`src/rtl/pipe_hazard_ctrl_pkg.sv`:
```
// Shared types and constants for the pipeline hazard sequencer.
package pipe_hazard_ctrl_pkg;

    typedef enum logic [1:0] {
        RUN     = 2'd0,
        WAIT    = 2'd1,
        RECOVER = 2'd2
    } state_t;

    localparam logic [4:0] REG_ZERO = 5'd0;
    localparam int MEM_TIMEOUT_DEF = 200;

    typedef struct packed {
        logic pc_hold;
        logic if_id_hold;
        logic if_id_flush;
        logic id_ex_flush;
        logic pipe_freeze;
    } ctrl_t;

endpackage

```
`src/rtl/pipe_hazard_ctrl_hazard_detect.sv`:
```
// Combinational load-use detection and stall/flush priority encoding.
module hazard_detect
    import pipe_hazard_ctrl_pkg::*;
(
    input  logic       active,
    input  logic       freeze,
    input  logic [4:0] id_rs,
    input  logic [4:0] id_rt,
    input  logic       id_uses_rt,
    input  logic       id_jump,
    input  logic       ex_memrd,
    input  logic [4:0] ex_rt,
    input  logic       ex_branch_taken,
    output ctrl_t      ctrl,
    output logic       lu_sel
);

    logic lu;

    assign lu = ex_memrd && (ex_rt != REG_ZERO) &&
                ((ex_rt == id_rs) || (id_uses_rt && (ex_rt == id_rt)));

    // Freeze outranks every flush so IF/ID is never held and flushed together.
    always_comb begin
        ctrl   = '0;
        lu_sel = 1'b0;
        if (!active) begin
            ctrl = '0;
        end else if (freeze) begin
            ctrl.pc_hold     = 1'b1;
            ctrl.if_id_hold  = 1'b1;
            ctrl.pipe_freeze = 1'b1;
        end else if (ex_branch_taken) begin
            ctrl.if_id_flush = 1'b1;
            ctrl.id_ex_flush = 1'b1;
        end else if (lu) begin
            ctrl.pc_hold     = 1'b1;
            ctrl.if_id_hold  = 1'b1;
            ctrl.id_ex_flush = 1'b1;
            lu_sel           = 1'b1;
        end else if (id_jump) begin
            ctrl.if_id_flush = 1'b1;
        end
    end

endmodule

```
`src/rtl/pipe_hazard_ctrl.sv`:
```
// Stall/flush sequencer for the 5-stage pipe with memory-wait FSM and timeout.
// Optional event counters enabled by PIPE_HAZARD_STATS_EN.
module pipe_hazard_ctrl
    import pipe_hazard_ctrl_pkg::*;
#(
    parameter int TO_W        = 8,
    parameter int MEM_TIMEOUT = MEM_TIMEOUT_DEF
) (
    input  logic        clk,
    input  logic        reset,
    input  logic [4:0]  id_rs,
    input  logic [4:0]  id_rt,
    input  logic        id_uses_rt,
    input  logic        id_jump,
    input  logic        ex_memrd,
    input  logic [4:0]  ex_rt,
    input  logic        ex_branch_taken,
    input  logic        mem_req,
    input  logic        mem_ready,
    output logic        pc_hold,
    output logic        if_id_hold,
    output logic        if_id_flush,
    output logic        id_ex_flush,
    output logic        pipe_freeze,
    output logic        mem_timeout,
`ifdef PIPE_HAZARD_STATS_EN
    output logic [31:0] stall_cnt,
    output logic [31:0] flush_cnt,
    output logic [31:0] wait_cnt,
`endif
    output logic        busy
);

    state_t          state;
    logic [TO_W-1:0] cnt;
    logic            rst_q;
    logic            to_q;
    logic            active;
    logic            wait_need;
    logic            freeze;
    logic            lu_sel;
    ctrl_t           ctrl;

    // Controls stay quiet for the reset cycle and the one after it.
    assign active    = !(reset || rst_q);
    assign wait_need = mem_req && !mem_ready;
    assign freeze    = (state == WAIT) || ((state == RUN) && wait_need);

    hazard_detect u_hd (
        .active          (active),
        .freeze          (freeze),
        .id_rs           (id_rs),
        .id_rt           (id_rt),
        .id_uses_rt      (id_uses_rt),
        .id_jump         (id_jump),
        .ex_memrd        (ex_memrd),
        .ex_rt           (ex_rt),
        .ex_branch_taken (ex_branch_taken),
        .ctrl            (ctrl),
        .lu_sel          (lu_sel)
    );

    assign pc_hold     = ctrl.pc_hold;
    assign if_id_hold  = ctrl.if_id_hold;
    assign if_id_flush = ctrl.if_id_flush;
    assign id_ex_flush = ctrl.id_ex_flush;
    assign pipe_freeze = ctrl.pipe_freeze;
    assign mem_timeout = to_q && !reset;
    assign busy        = (state != RUN) && !reset;

    always_ff @(posedge clk) begin
        if (reset) begin
            state <= RUN;
            cnt   <= '0;
            to_q  <= 1'b0;
            rst_q <= 1'b1;
        end else begin
            rst_q <= 1'b0;
            case (state)
                RUN: begin
                    if (!rst_q && wait_need) begin
                        state <= WAIT;
                        cnt   <= TO_W'(1);
                    end
                end
                WAIT: begin
                    if (mem_ready) begin
                        state <= RECOVER;
                    end else if (cnt == TO_W'(MEM_TIMEOUT)) begin
                        state <= RECOVER;
                        to_q  <= 1'b1;
                    end else if (cnt != {TO_W{1'b1}}) begin
                        cnt <= cnt + 1'b1;
                    end
                end
                RECOVER: state <= RUN;
                default: state <= RUN;
            endcase
        end
    end

`ifdef PIPE_HAZARD_STATS_EN
    always_ff @(posedge clk) begin
        if (reset) begin
            stall_cnt <= '0;
            flush_cnt <= '0;
            wait_cnt  <= '0;
        end else begin
            stall_cnt <= stall_cnt + {31'd0, lu_sel};
            flush_cnt <= flush_cnt + {31'd0, (ctrl.if_id_flush || ctrl.id_ex_flush)};
            wait_cnt  <= wait_cnt + {31'd0, ctrl.pipe_freeze};
        end
    end
`else
    logic unused_lu;
    assign unused_lu = lu_sel;
`endif

endmodule

```
`config.mk`:
```
export PLATFORM = sky130hd
export DESIGN_NAME = pipe_hazard_ctrl
export DESIGN_NICKNAME = d
export VERILOG_FILES = /design/src/rtl/pipe_hazard_ctrl_pkg.sv /design/src/rtl/pipe_hazard_ctrl_hazard_detect.sv /design/src/rtl/pipe_hazard_ctrl.sv
export SDC_FILE = /design/constraint.sdc
export NUM_CORES = 1
export LEC_CHECK = 0
export CAP_MARGIN = 10
export CORE_MARGIN = 1
export CORE_UTILIZATION = 48
export CTS_CLUSTER_DIAMETER = 200
export DETAILED_ROUTE_END_ITERATION = 10
export GPL_TIMING_DRIVEN = 0
export PLACE_DENSITY = 0.84
export SKIP_CTS_REPAIR_TIMING = 1
export SLEW_MARGIN = 20
export SYNTH_ARGS = -nofsm -noshare
export SYNTH_HDL_FRONTEND = slang
export SYNTH_HIERARCHICAL = 1
export SYNTH_SLANG_ARGS = --single-unit
```
`constraint.sdc`:
```
create_clock -name clk -period 2.3 [get_ports clk]
set_clock_uncertainty 0.1 [all_clocks]
set_input_delay 0.46 -clock clk [delete_from_list [all_inputs] [get_ports clk]]
set_output_delay 0.46 -clock clk [all_outputs]
set_load 0.01 [all_outputs]
```
### Word level (Yosys, flattened, before mapping)

Cells that the tools add are included.

* eq/ne operators: 10
* bitwise gates (word level): 1
* multiplexer cells: 20
* reductions and logical operators: 21
* add/sub/neg operators: 1

Operators with widths (count)
* 8-bit two-way mux: 4
* 2-bit two-way mux: 8
* 8-bit one-hot mux with 2 select lines: 1
* 5-bit equality test: 2
* 8-bit by 1-bit adder with 8-bit output, second input constant: 1
* 8-bit equality test, second input constant: 1
* 1-bit logical AND: 8
* 8-bit != test, second input constant: 1
* 1-bit two-way mux: 5
* 5-bit two-way mux: 1
* 5-bit AND reduction: 1
* 5-bit nonzero test: 1
* 2-bit by 1-bit != test with 1-bit output, second input constant: 2
* 2-bit != test, second input constant: 2
* 2-bit one-hot mux with 2 select lines: 1
* 2-bit nonzero test: 2
* 1-bit zero test: 3
* 1-bit logical OR: 3
* 3-bit by 2-bit != test with 1-bit output, second input constant: 1
* 3-bit AND reduction: 1
* 2-bit by 1-bit equality test with 1-bit output, second input constant: 1
* 2-bit zero test: 1
* 2-bit AND reduction: 1
* 1-bit NOT: 1

* output and inout bits: 7
* word-level logic and storage cells: 57
* flip-flop bits (word level): 12
* input port bits: 23

### Logic depth before layout (Yosys ltp)

* depth after elaboration: 8
* mapped depth: 6
* gate-level depth less buffers: 6

### By module

Netlist, hierarchy kept.

Modules (own cells, without submodules)
* pipe_hazard_ctrl: cells each 81, times used 1, seq. area each 240.2 um2, area an instance 673.1 um2
* hazard_detect: cells each 30, times used 1, seq. area each 0.0 um2, area an instance 201.4 um2

### Worst setup path before layout

No wires, ideal clock.

* kind: input to output
* start point: input ex_rt[4]
* end point: output pc_hold
* setup slack: 0.083 ns
* stages on the path: 5
* data required time: 1.740 ns
* arrival: 1.657 ns
* cells stage by stage: xnor2_1 nand3_1 o22a_1 o41ai_1 buf_4

* word-level cells in the longest chain between the ends: 8

Ends and longest elaborated chain
* from (decl): RTL line pipe_hazard_ctrl.sv:16 `input logic [4:0] ex_rt,`
* 5-bit equality test: RTL line pipe_hazard_ctrl_hazard_detect.sv:21 `((ex_rt == id_rs) || (id_uses_rt && (ex_rt == id_rt)));`
* 1-bit logical AND: RTL line pipe_hazard_ctrl_hazard_detect.sv:21
* 1-bit logical OR: RTL line pipe_hazard_ctrl_hazard_detect.sv:21
* 1-bit logical AND *: RTL line pipe_hazard_ctrl_hazard_detect.sv:20 `assign lu = ex_memrd && (ex_rt != REG_ZERO) &&`
* 2-bit two-way mux *: RTL line pipe_hazard_ctrl_hazard_detect.sv:36 `end else if (lu) begin`
* 2-bit two-way mux *: RTL line pipe_hazard_ctrl_hazard_detect.sv:33 `end else if (ex_branch_taken) begin`
* 2-bit two-way mux *: RTL line pipe_hazard_ctrl_hazard_detect.sv:29 `end else if (freeze) begin`
* 5-bit two-way mux *: RTL line pipe_hazard_ctrl_hazard_detect.sv:27 `if (!active) begin`
* to (decl): RTL line pipe_hazard_ctrl.sv:20 `output logic pc_hold,`

Every way passes the cells marked *; elsewhere a longest branch is shown, timed or not.

### Worst setup path in the final report

* start point: input ex_rt[2]
* end point: output pc_hold

The elaborated chain is that of the path after synthesis.

==> impl_metrics.py <==
metrics = {
    "run_status": {
        "status": "completed",
    },
    "critical_path": {
        "ff2ff_path_depth": 6,
        "rr_startpoint": "cnt[0]",
        "crit_arrival_ps": 1720,
        "r2r_end": "cnt[5]",
        "worst_setup_path_start_kind": "primary input",
        "max_stage_delay_ps": 360,
        "crit_type": "primary input to output pin",
        "cpMaxStageDelayCell": "o41ai_2",
        "critPathTopFamily": "compound AO/OA/AOI/OAI gates",
        "path_cells": "buf_2 -> xnor2_2 -> nand4_1 -> o22a_1 -> o41ai_2 -> buf_4 -> buf_6",
        "critPathRequiredTime_ps": 1740,
        "path_buf_inv": 3,
        "rrSetupSlack_ps": 540,
        "path_max_fanout": 3,
        "cp-end-kind": "output pin",
    },
    "route": {
        "drc": 0,
        "drtIter0Drc": 17,
        "first_pass_iters": 4,
        "wl_per_cell_microns": 12.8,
        "antenna_left": 0,
        "totalWireLength_mm": 2.14,
        "vias": 937,
        "vias_per_cell": 5.61,
    },
    "pwr": {
        "power_switching_uw": 122,
        "ir_drop_uv": 230,
        "power_density_nw_per_um2": 377,
        "p_leak_nw": 0.552,
        "switching_share": 0.271,
        "power_frac_comb": 0.240,
        "p_seq_frac": 0.479,
        "clkPwrFrac": 0.282,
        "p_total_uw": 452,
        "p_int_uw": 330,
    },
    "clock_tree": {
        "ctsRootBufferMaster": "clkbuf_4",
        "clock_latency_ps": 270,
        "clock_sinks": 12,
        "cts_buffers": 3,
        "path_clk_slew_ps": 70,
        "cts_tree": "built",
        "ctsLongestPathBuffers": 2,
        "cts_max_level": 1,
    },
    "timing": {
        "fmax_mhz": 438,
        "rsz0062_at_grt": "yes",
        "slew_headroom": 0.685,
        "slew_violations": 0,
        "finalSetupTns_ps": 0,
        "period_needed_ps": 2280,
        "hold_violations": 0,
        "worst-slew-pin-transition_ps": 467,
        "period_share": 0.992,
        "holdWs_ps": 361,
        "setup_viol": 0,
    },
    "grt": {
        "grt_use_met3": 0.0245,
        "top_usage_layer": "met2",
        "met2_usage": 0.382,
        "grt_max_degree": 10,
        "grt_pass1_wl_mm": 3.28,
        "gr-total-overflow": 0,
        "grt_antenna_before_repair": 0,
        "grt.met1_usage": 0.283,
        "grt_pass1_vias": 821,
        "grt_usage": 0.223,
    },
    "synth": {
        "avgSynthCellArea_sq_um": 7.89,
        "synth_area_sq_um": 868,
        "ys_warn_count": 6,
        "syn-num-nets": 135,
        "syn_inst": 110,
    },
    "layout": {
        "design_area_sq_um": 1200,
        "n_fill_cell": 146,
        "n_antenna_cell": 0,
        "final_nets": 169,
        "syn_to_final_growth_pct": 38.2,
        "layout_common_cells": "12 x dfxtp_1, 12 x clkbuf_2, 11 x inv_1",
        "utilization": 0.703,
        "drive_gt1_frac": 0.246,
    },
    "floorplanning": {
        "io-pin-count": 30,
        "placementRows": 15,
        "dieWidth_microns": 44.5,
        "die_area_sq_um": 1980,
        "design.core.area_sq_um": 1710,
        "die_height_microns": 44.5,
        "initial_core_util": 0.508,
    },
    "min_path": {
        "hp-start": "to_q",
        "hp-class": "flip-flop to flip-flop",
        "min_to": "to_q",
        "hold_path_depth": 2,
    },
    "placed_design": {
        "post_dp_cell_area_sq_um": 1190,
        "dp_hpwl_mm": 1.64,
        "io_buffers": 29,
        "place_congestion": 0.857,
    },
    "run": {
        "maxCapViolations": 0,
    },
}
[power by group through the flow]
stage          Sequential (mW)  Combinational, mW  Clock (mW)
3_5_place_dp             0.221              0.113           0
5_1_grt                  0.217              0.117       0.144
3_3_place_gp             0.221              0.110           0
6_report                 0.216              0.108       0.127
4_1_cts                  0.216              0.114       0.128
2_1_floorplan            0.220             0.0515           0
[layer usage]
| layer | part of all wire | up-vias |
|---|---|---|
| met5 | 0 | - |
| met3 | 0.043 | 4 |
| met2 | 0.51 | 34 |
| li1 | - | 471 |
| met1 | 0.44 | 428 |
| met4 | 0.012 | 0 |
[registers in the layout, summed over array words and instances, names as in the netlist]
name   cells
state      2
rst_q      1
cnt        8
to_q       1
[worst max-delay path by stage]
stage / startpoint / endpoint / slack, ps / cells past startpoint
finish: ex_rt[2] / pc_hold / 20 / 7
global route: ex_rt[4] / pc_hold / -30 / 7
CTS: ex_rt[2] / pc_hold / -840 / 7
detailed placement: ex_rt[4] / pc_hold / -820 / 7
global placement: ex_rt[0] / pc_hold / -800 / 7
floorplan: ex_rt[4] / pc_hold / 80 / 5
[worst min-delay path: stages (launching register included)]
cell and delay [ps]:
dfxtp_1 310, nand2_1 60, o41ai_1 60
[through the flow]
| step | setup slack (ps) | instances |
|---|---|---|
| final | 18.1 | 167 |
| after global routing | -33.1 | 167 |
| after CTS | -845 | 167 |
| after detailed placement | -821 | 164 |
| after global placement | -801 | 164 |
| after floorplan | 83.4 | 110 |
[area by class of cell]
type                       count  area (sq um)  area share
sequential                    12           240       0.200
tap                           25          31.3      0.0261
timing repair buffer          29           241       0.201
clock buffer                   3          22.5      0.0188
multi-input combinational     85           611       0.509
inverter                      11          41.3      0.0344
buffer                         2          12.5      0.0104
Note: power is estimated with default switching activity, not from simulation.
